--- config.mk ---
export PLATFORM = sky130hd
export DESIGN_NAME = iq_dispatch_ctrl_flat
export DESIGN_NICKNAME = d
export VERILOG_FILES = /design/src/rtl/iq_dispatch_ctrl_pkg.sv /design/src/rtl/iq_dispatch_ctrl_if.sv /design/src/rtl/iq_credit_counter.sv /design/src/rtl/iq_dispatch_ctrl.sv /design/src/flat_wrapper.sv
export SDC_FILE = /design/constraint.sdc
export NUM_CORES = 1
export LEC_CHECK = 0
export ABC_AREA = 1
export BUFFER_PORTS_ARGS = -buffer_cell sky130_fd_sc_hd__buf_2
export CORE_MARGIN = 2
export CORE_UTILIZATION = 68
export CTS_BUF_LIST = sky130_fd_sc_hd__clkbuf_2
export DETAILED_ROUTE_END_ITERATION = 8
export PLACE_DENSITY = 0.89
export SYNTH_ARGS = -nofsm -noshare
export SYNTH_HDL_FRONTEND = slang
export SYNTH_SLANG_ARGS = --single-unit
--- constraint.sdc ---
create_clock -name clock_i -period 6.7 [get_ports clock_i]
set_input_delay 1.005 -clock clock_i [delete_from_list [all_inputs] [get_ports clock_i]]
set_output_delay 1.005 -clock clock_i [all_outputs]
set_load 0.02 [all_outputs]
--- src/rtl/iq_dispatch_ctrl_pkg.sv ---
// Shared definitions for the instruction-queue dispatch controller.
// Holds the sizing constants, the FSM state encodings, the functional-unit
// code names, the response payload struct and small helper functions.
// Optional feature macro used by the slice: IQ_DISPATCH_PERF_EN.
package iq_dispatch_ctrl_pkg;

    localparam int unsigned funcUnitCodeSize = 3;
    localparam int unsigned numFuncUnits     = 2 ** funcUnitCodeSize;
    localparam int unsigned creditWidth      = 4;
    localparam int unsigned creditInit       = 8;
    localparam int unsigned perfCounterWidth = 32;
    localparam int unsigned numSlots         = 4;
    localparam int unsigned consumeWidth     = 3;
    // A read may land all slots on one unit, so every counter must cover a full read.
    localparam int unsigned creditGate       = numSlots;

    // FSM state encodings (debug-visible on state_o)
    localparam logic [1:0] IDLE  = 2'd0;
    localparam logic [1:0] REQ   = 2'd1;
    localparam logic [1:0] RESP  = 2'd2;
    localparam logic [1:0] FLUSH = 2'd3;

    // Functional-unit codes as presented by the queue
    typedef enum logic [funcUnitCodeSize-1:0] {
        FU_INT0  = 3'd0,
        FU_INT1  = 3'd1,
        FU_MUL   = 3'd2,
        FU_DIV   = 3'd3,
        FU_LOAD  = 3'd4,
        FU_STORE = 3'd5,
        FU_BRANCH = 3'd6,
        FU_FP    = 3'd7
    } fuName_e;

    typedef logic [funcUnitCodeSize-1:0] fuCode_t;
    typedef logic [creditWidth-1:0]      credit_t;

    // Queue response payload; funcUnit[0] belongs to slot 1
    typedef struct packed {
        logic [1:0]                 numInstructions;
        fuCode_t [numSlots-1:0]     funcUnit;
    } queueSlots_t;

    // Contiguous slot mask from slot 1 for (numInstM1 + 1) instructions
    function automatic logic [numSlots-1:0] slotMask(input logic [1:0] numInstM1);
        logic [numSlots-1:0] mask;
        case (numInstM1)
            2'd0:    mask = 4'b0001;
            2'd1:    mask = 4'b0011;
            2'd2:    mask = 4'b0111;
            default: mask = 4'b1111;
        endcase
        return mask;
    endfunction

    function automatic logic [2:0] popCount4(input logic [numSlots-1:0] v);
        return 3'(v[0]) + 3'(v[1]) + 3'(v[2]) + 3'(v[3]);
    endfunction

endpackage

--- src/rtl/iq_dispatch_ctrl_if.sv ---
// Queue/backend handshake bundle for iq_dispatch_ctrl.
// master: controller view (drives readEnable_o, dispatchValid_o, decodeStall_o, state_o).
// slave : environment view (drives queue status, FU codes, credit returns, flush).
// With IQ_DISPATCH_PERF_EN defined, stallCycles_o and dispatchedCount_o are added.
interface iq_dispatch_ctrl_if;
    import iq_dispatch_ctrl_pkg::*;

    logic                        isEmpty_i;
    logic                        isFull_i;
    logic                        outputEnable_i;
    logic [1:0]                  numInstructions_i;
    fuCode_t                     inst1FuncUnit_i;
    fuCode_t                     inst2FuncUnit_i;
    fuCode_t                     inst3FuncUnit_i;
    fuCode_t                     inst4FuncUnit_i;
    logic [numFuncUnits-1:0]     creditReturn_i;
    logic                        flush_i;
    logic                        readEnable_o;
    logic [numSlots-1:0]         dispatchValid_o;
    logic                        decodeStall_o;
    logic [1:0]                  state_o;
`ifdef IQ_DISPATCH_PERF_EN
    logic [perfCounterWidth-1:0] stallCycles_o;
    logic [perfCounterWidth-1:0] dispatchedCount_o;
`endif

    modport master (
        input  isEmpty_i, isFull_i, outputEnable_i, numInstructions_i,
        input  inst1FuncUnit_i, inst2FuncUnit_i, inst3FuncUnit_i, inst4FuncUnit_i,
        input  creditReturn_i, flush_i,
        output readEnable_o, dispatchValid_o, decodeStall_o, state_o
`ifdef IQ_DISPATCH_PERF_EN
        , output stallCycles_o, dispatchedCount_o
`endif
    );

    modport slave (
        output isEmpty_i, isFull_i, outputEnable_i, numInstructions_i,
        output inst1FuncUnit_i, inst2FuncUnit_i, inst3FuncUnit_i, inst4FuncUnit_i,
        output creditReturn_i, flush_i,
        input  readEnable_o, dispatchValid_o, decodeStall_o, state_o
`ifdef IQ_DISPATCH_PERF_EN
        , input stallCycles_o, dispatchedCount_o
`endif
    );

endinterface

--- src/rtl/iq_credit_counter.sv ---
// Saturating reservation-station credit counter for one functional unit.
// Ports: clock_i/reset_i (sync, active high), creditReturn (one entry freed),
// consume (entries taken this cycle, 0..4), restore (reload to creditInit),
// count (registered credit value).
module iq_credit_counter
    import iq_dispatch_ctrl_pkg::*;
(
    input  logic                    clock_i,
    input  logic                    reset_i,
    input  logic                    creditReturn,
    input  logic [consumeWidth-1:0] consume,
    input  logic                    restore,
    output credit_t                 count
);

    // One extra bit so cur + return can exceed the ceiling before clamping
    localparam int unsigned sumWidth = creditWidth + 1;
    localparam logic [sumWidth-1:0] ceiling = sumWidth'(creditInit);

    logic [sumWidth-1:0] gross;
    logic [sumWidth-1:0] netCount;
    credit_t             countNext;

    // Net the return against consumption first, then clamp at the ceiling
    always_comb begin
        gross     = sumWidth'(count) + sumWidth'(creditReturn);
        netCount  = '0;
        countNext = count;
        if (gross >= sumWidth'(consume)) begin
            netCount = gross - sumWidth'(consume);
        end
        if (restore || (netCount > ceiling)) begin
            countNext = creditWidth'(creditInit);
        end else begin
            countNext = creditWidth'(netCount);
        end
    end

    always_ff @(posedge clock_i) begin
        if (reset_i) begin
            count <= creditWidth'(creditInit);
        end else begin
            count <= countNext;
        end
    end

endmodule

--- src/rtl/iq_dispatch_ctrl.sv ---
// Drains the in-order instruction queue into the out-of-order backend.
// A read is issued only when every functional unit can absorb a full
// four-slot read; the queue answers one cycle later and the dispatched
// slots are flagged on dispatchValid_o the cycle after that.
// Ports: clock_i, reset_i (sync, active high), bus (iq_dispatch_ctrl_if.master):
//   queue status/response and credit returns/flush in; readEnable_o,
//   dispatchValid_o, state_o (registered) and decodeStall_o (combinational) out.
// Optional: IQ_DISPATCH_PERF_EN adds stallCycles_o and dispatchedCount_o.
module iq_dispatch_ctrl
    import iq_dispatch_ctrl_pkg::*;
(
    input  logic               clock_i,
    input  logic               reset_i,
    iq_dispatch_ctrl_if.master bus
);

    logic [1:0]              state;
    logic [1:0]              nextState;
    logic                    readEnable;
    logic                    readEnableNext;
    logic [numSlots-1:0]     dispatchValid;
    logic [numSlots-1:0]     dispatchNext;
    logic                    creditOk;
    queueSlots_t             resp;
    credit_t                 creditCount  [numFuncUnits];
    logic [consumeWidth-1:0] consumeCount [numFuncUnits];

    assign resp = {bus.numInstructions_i,
                   bus.inst4FuncUnit_i, bus.inst3FuncUnit_i,
                   bus.inst2FuncUnit_i, bus.inst1FuncUnit_i};

    // Read gate: every unit must hold enough credits for a worst-case read
    always_comb begin
        creditOk = 1'b1;
        for (int unsigned n = 0; n < numFuncUnits; n++) begin
            if (creditCount[n] < creditWidth'(creditGate)) begin
                creditOk = 1'b0;
            end
        end
    end

    // Next state and next registered outputs; flush overrides everything
    always_comb begin
        nextState      = state;
        dispatchNext   = '0;
        readEnableNext = 1'b0;
        case (state)
            IDLE: begin
                if (!bus.isEmpty_i && creditOk) begin
                    nextState = REQ;
                end
            end
            REQ: begin
                nextState = RESP;
            end
            RESP: begin
                nextState = IDLE;
                if (bus.outputEnable_i) begin
                    dispatchNext = slotMask(resp.numInstructions);
                end
            end
            FLUSH: begin
                if (!bus.flush_i) begin
                    nextState = IDLE;
                end
            end
            default: begin
                nextState = IDLE;
            end
        endcase
        if (bus.flush_i) begin
            nextState    = FLUSH;
            dispatchNext = '0;
        end
        readEnableNext = (nextState == REQ);
    end

    // Per-unit consumption: count dispatched slots targeting each unit
    always_comb begin
        for (int unsigned n = 0; n < numFuncUnits; n++) begin
            consumeCount[n] = '0;
            for (int unsigned k = 0; k < numSlots; k++) begin
                if (dispatchNext[k] && (resp.funcUnit[k] == funcUnitCodeSize'(n))) begin
                    consumeCount[n] = consumeCount[n] + consumeWidth'(1);
                end
            end
        end
    end

    for (genvar n = 0; n < numFuncUnits; n++) begin : gCredit
        iq_credit_counter uCounter (
            .clock_i      (clock_i),
            .reset_i      (reset_i),
            .creditReturn (bus.creditReturn_i[n]),
            .consume      (consumeCount[n]),
            .restore      (bus.flush_i),
            .count        (creditCount[n])
        );
    end

    // State and registered outputs
    always_ff @(posedge clock_i) begin
        if (reset_i) begin
            state         <= IDLE;
            readEnable    <= 1'b0;
            dispatchValid <= '0;
        end else begin
            state         <= nextState;
            readEnable    <= readEnableNext;
            dispatchValid <= dispatchNext;
        end
    end

    assign bus.readEnable_o    = readEnable;
    assign bus.dispatchValid_o = dispatchValid;
    assign bus.state_o         = state;
    assign bus.decodeStall_o   = bus.isFull_i | (state == FLUSH);

`ifdef IQ_DISPATCH_PERF_EN
    logic [perfCounterWidth-1:0] stallCycles;
    logic [perfCounterWidth-1:0] dispatchedCount;

    // Free-running, wrapping counters; flush leaves them alone
    always_ff @(posedge clock_i) begin
        if (reset_i) begin
            stallCycles     <= '0;
            dispatchedCount <= '0;
        end else begin
            if ((state == IDLE) && !bus.isEmpty_i && !creditOk) begin
                stallCycles <= stallCycles + perfCounterWidth'(1);
            end
            dispatchedCount <= dispatchedCount + perfCounterWidth'(popCount4(dispatchValid));
        end
    end

    assign bus.stallCycles_o     = stallCycles;
    assign bus.dispatchedCount_o = dispatchedCount;
`endif

endmodule
--- src/flat_wrapper.sv ---
// flat-port wrapper written by rule: the top's interface ports become plain ports
module iq_dispatch_ctrl_flat import iq_dispatch_ctrl_pkg::*;
  (clock_i, reset_i, bus_isEmpty_i, bus_isFull_i, bus_outputEnable_i, bus_numInstructions_i, bus_inst1FuncUnit_i, bus_inst2FuncUnit_i, bus_inst3FuncUnit_i, bus_inst4FuncUnit_i, bus_creditReturn_i, bus_flush_i, bus_readEnable_o, bus_dispatchValid_o, bus_decodeStall_o, bus_state_o);
  iq_dispatch_ctrl_if bus_i ();
  input  logic clock_i;
  input  logic reset_i;
  input wire logic [$bits(bus_i.isEmpty_i)-1:0] bus_isEmpty_i;
  input wire logic [$bits(bus_i.isFull_i)-1:0] bus_isFull_i;
  input wire logic [$bits(bus_i.outputEnable_i)-1:0] bus_outputEnable_i;
  input wire logic [$bits(bus_i.numInstructions_i)-1:0] bus_numInstructions_i;
  input wire logic [$bits(bus_i.inst1FuncUnit_i)-1:0] bus_inst1FuncUnit_i;
  input wire logic [$bits(bus_i.inst2FuncUnit_i)-1:0] bus_inst2FuncUnit_i;
  input wire logic [$bits(bus_i.inst3FuncUnit_i)-1:0] bus_inst3FuncUnit_i;
  input wire logic [$bits(bus_i.inst4FuncUnit_i)-1:0] bus_inst4FuncUnit_i;
  input wire logic [$bits(bus_i.creditReturn_i)-1:0] bus_creditReturn_i;
  input wire logic [$bits(bus_i.flush_i)-1:0] bus_flush_i;
  output wire logic [$bits(bus_i.readEnable_o)-1:0] bus_readEnable_o;
  output wire logic [$bits(bus_i.dispatchValid_o)-1:0] bus_dispatchValid_o;
  output wire logic [$bits(bus_i.decodeStall_o)-1:0] bus_decodeStall_o;
  output wire logic [$bits(bus_i.state_o)-1:0] bus_state_o;
  assign bus_i.isEmpty_i = bus_isEmpty_i;
  assign bus_i.isFull_i = bus_isFull_i;
  assign bus_i.outputEnable_i = bus_outputEnable_i;
  assign bus_i.numInstructions_i = bus_numInstructions_i;
  assign bus_i.inst1FuncUnit_i = bus_inst1FuncUnit_i;
  assign bus_i.inst2FuncUnit_i = bus_inst2FuncUnit_i;
  assign bus_i.inst3FuncUnit_i = bus_inst3FuncUnit_i;
  assign bus_i.inst4FuncUnit_i = bus_inst4FuncUnit_i;
  assign bus_i.creditReturn_i = bus_creditReturn_i;
  assign bus_i.flush_i = bus_flush_i;
  assign bus_readEnable_o = bus_i.readEnable_o;
  assign bus_dispatchValid_o = bus_i.dispatchValid_o;
  assign bus_decodeStall_o = bus_i.decodeStall_o;
  assign bus_state_o = bus_i.state_o;
  iq_dispatch_ctrl u_core (.clock_i(clock_i), .reset_i(reset_i), .bus(bus_i));
endmodule
==> flow_summary.json, run 1 <==
{
  "cts_setup_buffers": 0,
  "core_area_sq_um": 6680,
  "antenna_found_initial": 0,
  "io_pins": 36,
  "dr.pass1.iters": 5,
  "grt_pass1_wl_um": 16700,
  "maxSlewViolCount": 0,
  "status": "finished, final reports clean",
  "path_class": "input pin to register",
  "required_ns": 7.07,
  "powerDensity_nw_per_um2": 87.5,
  "synth.top_cells.by_count": "nand2_1 (171), inv_1 (148), nor2_1 (99), nand3_1 (68), ha_1 (64)",
  "yosys-mux-area-fraction_pct": 0.431,
  "critical_path.max_fanout": 5,
  "antenna_cells": 0,
  "cts_root_buf": "clkbuf_2",
  "drtIter0Drc": 138,
  "synth_xor_area_share_pct": 5.74,
  "avgRoutedWirePerCell_um": 11.3,
  "ys_seq_area_share_pct": 16.8,
  "fp-row-count": 30,
  "dpl.cell_count": 839,
  "syn_area_sq_um": 4640,
  "crit_family": "simple AND/OR/NAND/NOR gates",
  "synth_top_flop_cell": "dfxtp_1",
  "leakage_nw": 3.05,
  "async_reset_ff_share_pct": 0,
  "max_clock_freq_mhz": 246,
  "hpwlAfterDp_um": 8140,
  "fin_crit_sh_pct": 60.6,
  "synth.most_common_cell": "nand2_1",
  "grt_max_degree": 19,
  "ys_ff_latch": 39,
  "cap_violations": 0,
  "stdcell_area_sq_um": 4950,
  "grt.overflow.total": 0,
  "hold_class": "register to register",
  "cp-end-kind": "register",
  "synthSimpleGateAreaFrac_pct": 39.1,
  "critPathSlowestCell": "ha_1",
  "place_congestion": 0.948,
  "syn-num-nets": 825,
  "routed_via_density": 5.20,
  "tightest_slew_ns": 0.405,
  "hold_buffers": 0,
  "finalCriticalPeriod_ns": 4.06,
  "yosysWarnings": 0,
  "port_buffers": 35,
  "drive_above_1_share_pct": 9.53,
  "die_w_um": 86.6,
  "cts_tree": "yes",
  "area_delta_synth_final_pct": 6.63,
  "synth.distinct_cells": 33,
  "fin_setup_tns_ns": 0,
  "die_h_um": 86.6,
  "rsz0062_at_grt": "false",
  "ant_nets": 0,
  "synth_top_area_share_pct": 17.3,
  "grt_pass1_vias": 4183,
  "vias": 4398,
  "crit_path_max_incr_delay_ns": 0.29,
  "synth.largest_area_cell": "ha_1",
  "arrival_ns": 4.42,
  "drc": 0,
  "fin_nets": 866,
  "path_clk_slew_ns": 0.20,
  "synthTopCellsByArea": "ha_1 (17%), dfxtp_1 (17%), nand2_1 (14%)",
  "cts.sinks": 39,
  "start_util_pct": 69.5,
  "hold_violations": 0,
  "utilization_pct": 74.1,
  "syn_area_per_cell_sq_um": 6.40,
  "synth-edff-count": 0,
  "synth-compound-area-share_pct": 4.72,
  "crit_top_cell": "nor2_1",
  "cts.repair.resized": 0,
  "worstSetupStartpointType": "input pin",
  "dieArea_sq_um": 7500,
  "critical_path_buf_inv_count": 5,
  "syn_inst": 725,
  "slew_headroom_pct": 72.7,
  "clk_path_buf_depth": 2,
  "clock_latency_ns": 0.41,
  "synth-adder-area-share_pct": 20.7,
  "totalWireLength_um": 9530,
  "vdd_drop_max_mv": 0.0680,
  "cts-buffers-inserted": 5,
  "h-tree-depth": 2,
  "post_dp_cell_area_sq_um": 4920,
  "layoutNonFillerInstCount": 846,
  "fin_skew_ns": 0.0193,
  "synth_top_family_by_area": "simple AND/OR/NAND/NOR gates",
  "setup_viol": 0,
  "grtUsageTotal_pct": 27.3
}
-- sequential cells by signal, indices dropped and copies added (netlist names) --
name	flops
u_core.gCredit.uCounter.count	32
u_core.bus.dispatchValid_o	4
u_core.bus.state_o	2
u_core.bus.readEnable_o	1
-- cell type report --
| class | count | area, sq um |
|---|---|---|
| multi-input combinational | 533 | 3280 |
| fill | 539 | 1730 |
| sequential | 39 | 781 |
| inverter | 151 | 569 |
| timing repair buffer | 36 | 183 |
| tap | 80 | 100 |
| clock buffer | 5 | 25.0 |
| clock inverter | 2 | 8.76 |
-- through the flow --
stage          hold slack, ns  worst slack [ns]  power (mW)
2_1_floorplan           0.605              2.86       0.305
3_3_place_gp            0.538              2.47       0.329
3_5_place_dp            0.550              2.24       0.333
4_1_cts                 0.573              2.68       0.439
5_1_grt                 0.615              2.24       0.462
6_report                0.561              2.64       0.433
-- per-layer routing --
layer	GRT usage, %	vias up	wire (um)	share of wire (%)
met3	4.76	15	512	5.4
met5	0	-	0	0
li1	-	2330	-	-
met1	31.1	1954	4110	43
met2	51.3	99	4760	50
met4	8.24	0	152	1.6
-- final timing paths --
| check | cells past startpoint | slack (ns) | to | startpoint |
|---|---|---|---|---|
| worst min-delay path | 2 | 0.56 | u_core.bus.state_o[1]$_SDFF_PP0_ | u_core.bus.state_o[0]$_SDFF_PP0_ |
| worst max-delay path | 25 | 2.64 | u_core.gCredit[0].uCounter.count[2]$_SDFF_PP0_ | bus_flush_i |
| worst min register to register | 2 | 0.56 | u_core.bus.state_o[1]$_SDFF_PP0_ | u_core.bus.state_o[0]$_SDFF_PP0_ |
| worst max register to register | 23 | 2.96 | u_core.gCredit[0].uCounter.count[2]$_SDFF_PP0_ | u_core.bus.state_o[1]$_SDFF_PP0_ |
-- cell families (layout without fill, tap and decap cells) --
group / after synthesis / count (layout)
AO/OA/AOI/OAI: 39 / 39
XOR/XNOR: 27 / 27
adder cells (fa/ha/maj): 72 / 72
buffers and inverters: 153 / 194
flip-flops: 39 / 39
multiplexers: 2 / 2
AND/OR/NAND/NOR: 393 / 393
-- cell usage in the layout, fill, tap and decap left out --
master    instances
inv_4             1
dfxtp_1          39
xor2_2            4
inv_2             2
nand2_1         171
fa_1              8
nand4_1          16
xor2_1           12
ha_1             64
nor2_1           99
buf_4             1
clkbuf_2          5
or2_2             7
mux2i_1           2
nor2_8            3
xnor2_1          11
clkinv_1          1
nor2_2            2
o31ai_1           3
inv_1           148
nand3_1          68
nand4_4           1
clkinv_2          1
nor4_1            1
buf_2            35
o22ai_1           1
o21ai_1           3
nand3b_1         10
nor2_4            9
a21oi_1           4
nor3_1            4
a21boi_1          1
o21ai_0          22
o21a_1            1
nand2_4           2
o21bai_1          4
-- power breakdown --
part	total (mW)	switching (mW)	leakage, nW	internal (mW)
combinational	0.0906	0.0574	2.71	0.0332
sequential	0.239	0.00255	0.316	0.236
clock	0.104	0.0817	0.0262	0.0221
-- worst reg2reg max path, stage by stage, from the launching register on --
cell and delay [ns]:
dfxtp_1 0.46, nand4_1 0.19, a21oi_1 0.21, inv_1 0.07, nor2_1 0.14, inv_1 0.09
nor2_1 0.17, ha_1 0.29, inv_1 0.06, nor2_1 0.05, nor2_1 0.18, ha_1 0.26
nand2_1 0.06, a21boi_1 0.24, ha_1 0.29, nand2_1 0.08, nor2_1 0.04, nor2_1 0.18
nand3_1 0.19, o21ai_0 0.12, nand2_1 0.08, nand2_1 0.07, nand3_1 0.09, nor2_1 0.10
(Power assumes the default switching activity.)
==> run 2: changes to the inputs <==
--- a/config.mk
+++ b/config.mk
@@ -8,10 +8,10 @@
 export ABC_AREA = 1
 export BUFFER_PORTS_ARGS = -buffer_cell sky130_fd_sc_hd__buf_2
 export CORE_MARGIN = 2
-export CORE_UTILIZATION = 68
+export CORE_UTILIZATION = 57
 export CTS_BUF_LIST = sky130_fd_sc_hd__clkbuf_2
 export DETAILED_ROUTE_END_ITERATION = 8
-export PLACE_DENSITY = 0.89
+export PLACE_DENSITY = 0.79
 export SYNTH_ARGS = -nofsm -noshare
 export SYNTH_HDL_FRONTEND = slang
 export SYNTH_SLANG_ARGS = --single-unit
==> constraint.sdc (replaced) <==
create_clock -name clock_i -period 3.6 [get_ports clock_i]
set_input_delay 0.54 -clock clock_i [delete_from_list [all_inputs] [get_ports clock_i]]
set_output_delay 0.54 -clock clock_i [all_outputs]
set_load 0.02 [all_outputs]
==> run 2 against run 1 <==
Net effect:
- non-clock buffer count is 18 higher
- clock skew fell by 0.0025 ns
- die area increased by 18%
- critical endpoint unchanged
==> flow_summary.json, run 2 (synthesis gave the netlist of run 1 again) <==
{
  "required_ns": 3.96,
  "top_register": "u_core.gCredit.uCounter.count",
  "area_delta_synth_final_pct": 15.1,
  "cts_root_buf": "clkbuf_2",
  "path_clk_slew_ns": 0.23,
  "ant_nets": 0,
  "grt_pass1_wl_um": 16800,
  "cts.sinks": 39,
  "finalCriticalPeriod_ns": 3.52,
  "clock_latency_ns": 0.41,
  "critPathSlowestCell": "dfxtp_4",
  "vdd_drop_max_mv": 0.105,
  "hp-start": "reset_i",
  "total_power_mw": 0.850,
  "fin_crit_sh_pct": 97.9,
  "cap_violations": 0,
  "largest_reg_flops": 32,
  "hold_violations": 0,
  "vias": 4589,
  "totalWireLength_um": 10800,
  "setup_viol": 0,
  "grtUsageTotal_pct": 23.3,
  "slew_headroom_pct": 33.8,
  "fin_skew_ns": 0.0168,
  "antenna_found_initial": 2,
  "final_common_cell": "nand2_1",
  "hpwlAfterDp_um": 8290,
  "power_frac_seq_pct": 52.3,
  "io_pins": 36,
  "crit_path_max_incr_delay_ns": 0.41,
  "crit_family": "simple AND/OR/NAND/NOR gates",
  "cp-startpoint": "u_core.bus.state_o[0]$_SDFF_PP0_",
  "rsz0062_at_grt": "true",
  "worstSetupStartpointType": "register",
  "die_h_um": 94.2,
  "cp-end-kind": "register",
  "grt.overflow.total": 0,
  "hold_buffers": 0,
  "critical_path.max_fanout": 5,
  "leakage_nw": 3.13,
  "cts_tree": "yes",
  "drtIter0Drc": 250,
  "most-common-layout-cells": "nand2_1 (169), inv_1 (143), nor2_1 (74), nand3_1 (61), ha_1 (60)",
  "swShare_pct": 34.0,
  "drive_above_1_share_pct": 19.4,
  "grt_max_degree": 19,
  "fin_setup_tns_ns": 0,
  "maxSlewViolCount": 0,
  "hold_class": "input pin to register",
  "tightest_slew_ns": 0.991,
  "switchingPower_mw": 0.289,
  "place_congestion": 0.930,
  "fp-row-count": 32,
  "core_area_sq_um": 7810,
  "dieArea_sq_um": 8880,
  "grt_pass1_vias": 4208,
  "utilization_pct": 68.4,
  "p_comb_share_pct": 22.2,
  "cts-buffers-inserted": 5,
  "power_frac_clock_pct": 25.6,
  "r2r_start": "u_core.bus.state_o[0]$_SDFF_PP0_",
  "avgRoutedWirePerCell_um": 12.1,
  "internal-power_mw": 0.561,
  "max_clock_freq_mhz": 284,
  "drc": 0,
  "routed_via_density": 5.16,
  "die_w_um": 94.2,
  "clk_path_buf_depth": 2,
  "arrival_ns": 3.88,
  "crit_top_cell": "nor2_2",
  "fin_nets": 884,
  "path_class": "register to register",
  "start_util_pct": 59.5,
  "status": "finished, final reports clean",
  "powerDensity_nw_per_um2": 159,
  "port_buffers": 35,
  "h-tree-depth": 2,
  "nFillCells": 638,
  "critical_path_buf_inv_count": 5,
  "timing.critical_path.cells": "inv_2, nand4_1, a21oi_2, inv_1, nor2_2, inv_2, nor2_4, ha_4, a21oi_2, nor2_2, ha_1, nand2_1, a21boi_2, buf_4, fa_1, nand2_1, inv_1, nor2_2, nand3b_1, nand3_2, nand3_2, nor2_1",
  "dr.pass1.iters": 5
}
[run 2: cell types whose count changed in the layout (fill, tap and decap cells not counted), sizes merged]
| cell | before | now |
|---|---|---|
| buf | 36 | 54 |
| clkbuf | 5 | 7 |
| clkinv | 2 | 1 |
| diode | 0 | 2 |
[run 2: layout make-up]
type | count | area [sq um] | area share [%]
Tap cell | 102 | 128 | 2.39
Clock buffer | 7 | 35.0 | 0.656
Sequential cell | 39 | 786 | 14.7
Antenna cell | 2 | 5.00 | 0.0937
Clock inverter | 1 | 5.00 | 0.0937
Inverter | 151 | 569 | 10.7
Timing Repair Buffer | 54 | 318 | 5.95
Multi-Input combinational cell | 533 | 3500 | 65.5
[run 2: power groups by stage]
stage	Combinational [mW]	Clock, mW	Sequential [mW]
final	0.188	0.217	0.444
after global routing	0.212	0.240	0.446
after CTS	0.172	0.220	0.444
after detailed placement	0.171	0	0.453
after global placement	0.165	0	0.452
after floorplan	0.114	0	0.455
[run 2: worst reg2reg max path: stages (launching register included)]
cell and delay, ns:
dfxtp_4 0.41, inv_2 0.05, nand4_1 0.12, a21oi_2 0.19, inv_1 0.09, nor2_2 0.15, inv_2 0.09, nor2_4 0.15
ha_4 0.22, a21oi_2 0.11, nor2_2 0.07, ha_1 0.27, nand2_1 0.06, a21boi_2 0.17, buf_4 0.13, fa_1 0.40
nand2_1 0.08, inv_1 0.06, nor2_2 0.10, nand3b_1 0.14, nand3_2 0.14, nand3_2 0.10, nor2_1 0.17
[run 2: routing by layer]
layer	vias to the layer above	wire, um	global-route usage [%]
li1	2377	-	-
met1	2027	4650	27.6
met2	148	5130	41.1
met3	37	616	4.90
met4	0	391	8.94
met5	-	0	0
[run 2: what timing repair did]
item | in CTS | in global routing
resized for setup | 2 | 67
pin swaps | 0 | 17
setup buffers | 0 | 1
endpoints found under the hold margin | 0 | 0
endpoints found under the setup margin | 2 | 32
[run 2: worst paths after layout]
check / to / slack [ns] / cells after the start
worst max-delay path: u_core.gCredit[0].uCounter.count[2]$_SDFF_PP0_ / 0.08 / 22
worst min-delay path: u_core.bus.state_o[0]$_SDFF_PP0_ / 0.36 / 2
worst max register to register: u_core.gCredit[0].uCounter.count[2]$_SDFF_PP0_ / 0.08 / 22
worst min register to register: u_core.bus.state_o[1]$_SDFF_PP0_ / 0.58 / 2
[run 2: stage by stage]
stage | setup slack (ns) | hold slack, ns | std cells | instance area, sq um
CTS | 0.00193 | 0.347 | 886 | 5120
detailed placement | -0.285 | 0.550 | 878 | 5070
global placement | -0.105 | 0.543 | 878 | 5070
finish | 0.0773 | 0.357 | 889 | 5340
global route | -0.195 | 0.342 | 888 | 5340
floorplan | 0.221 | 0.605 | 725 | 4640
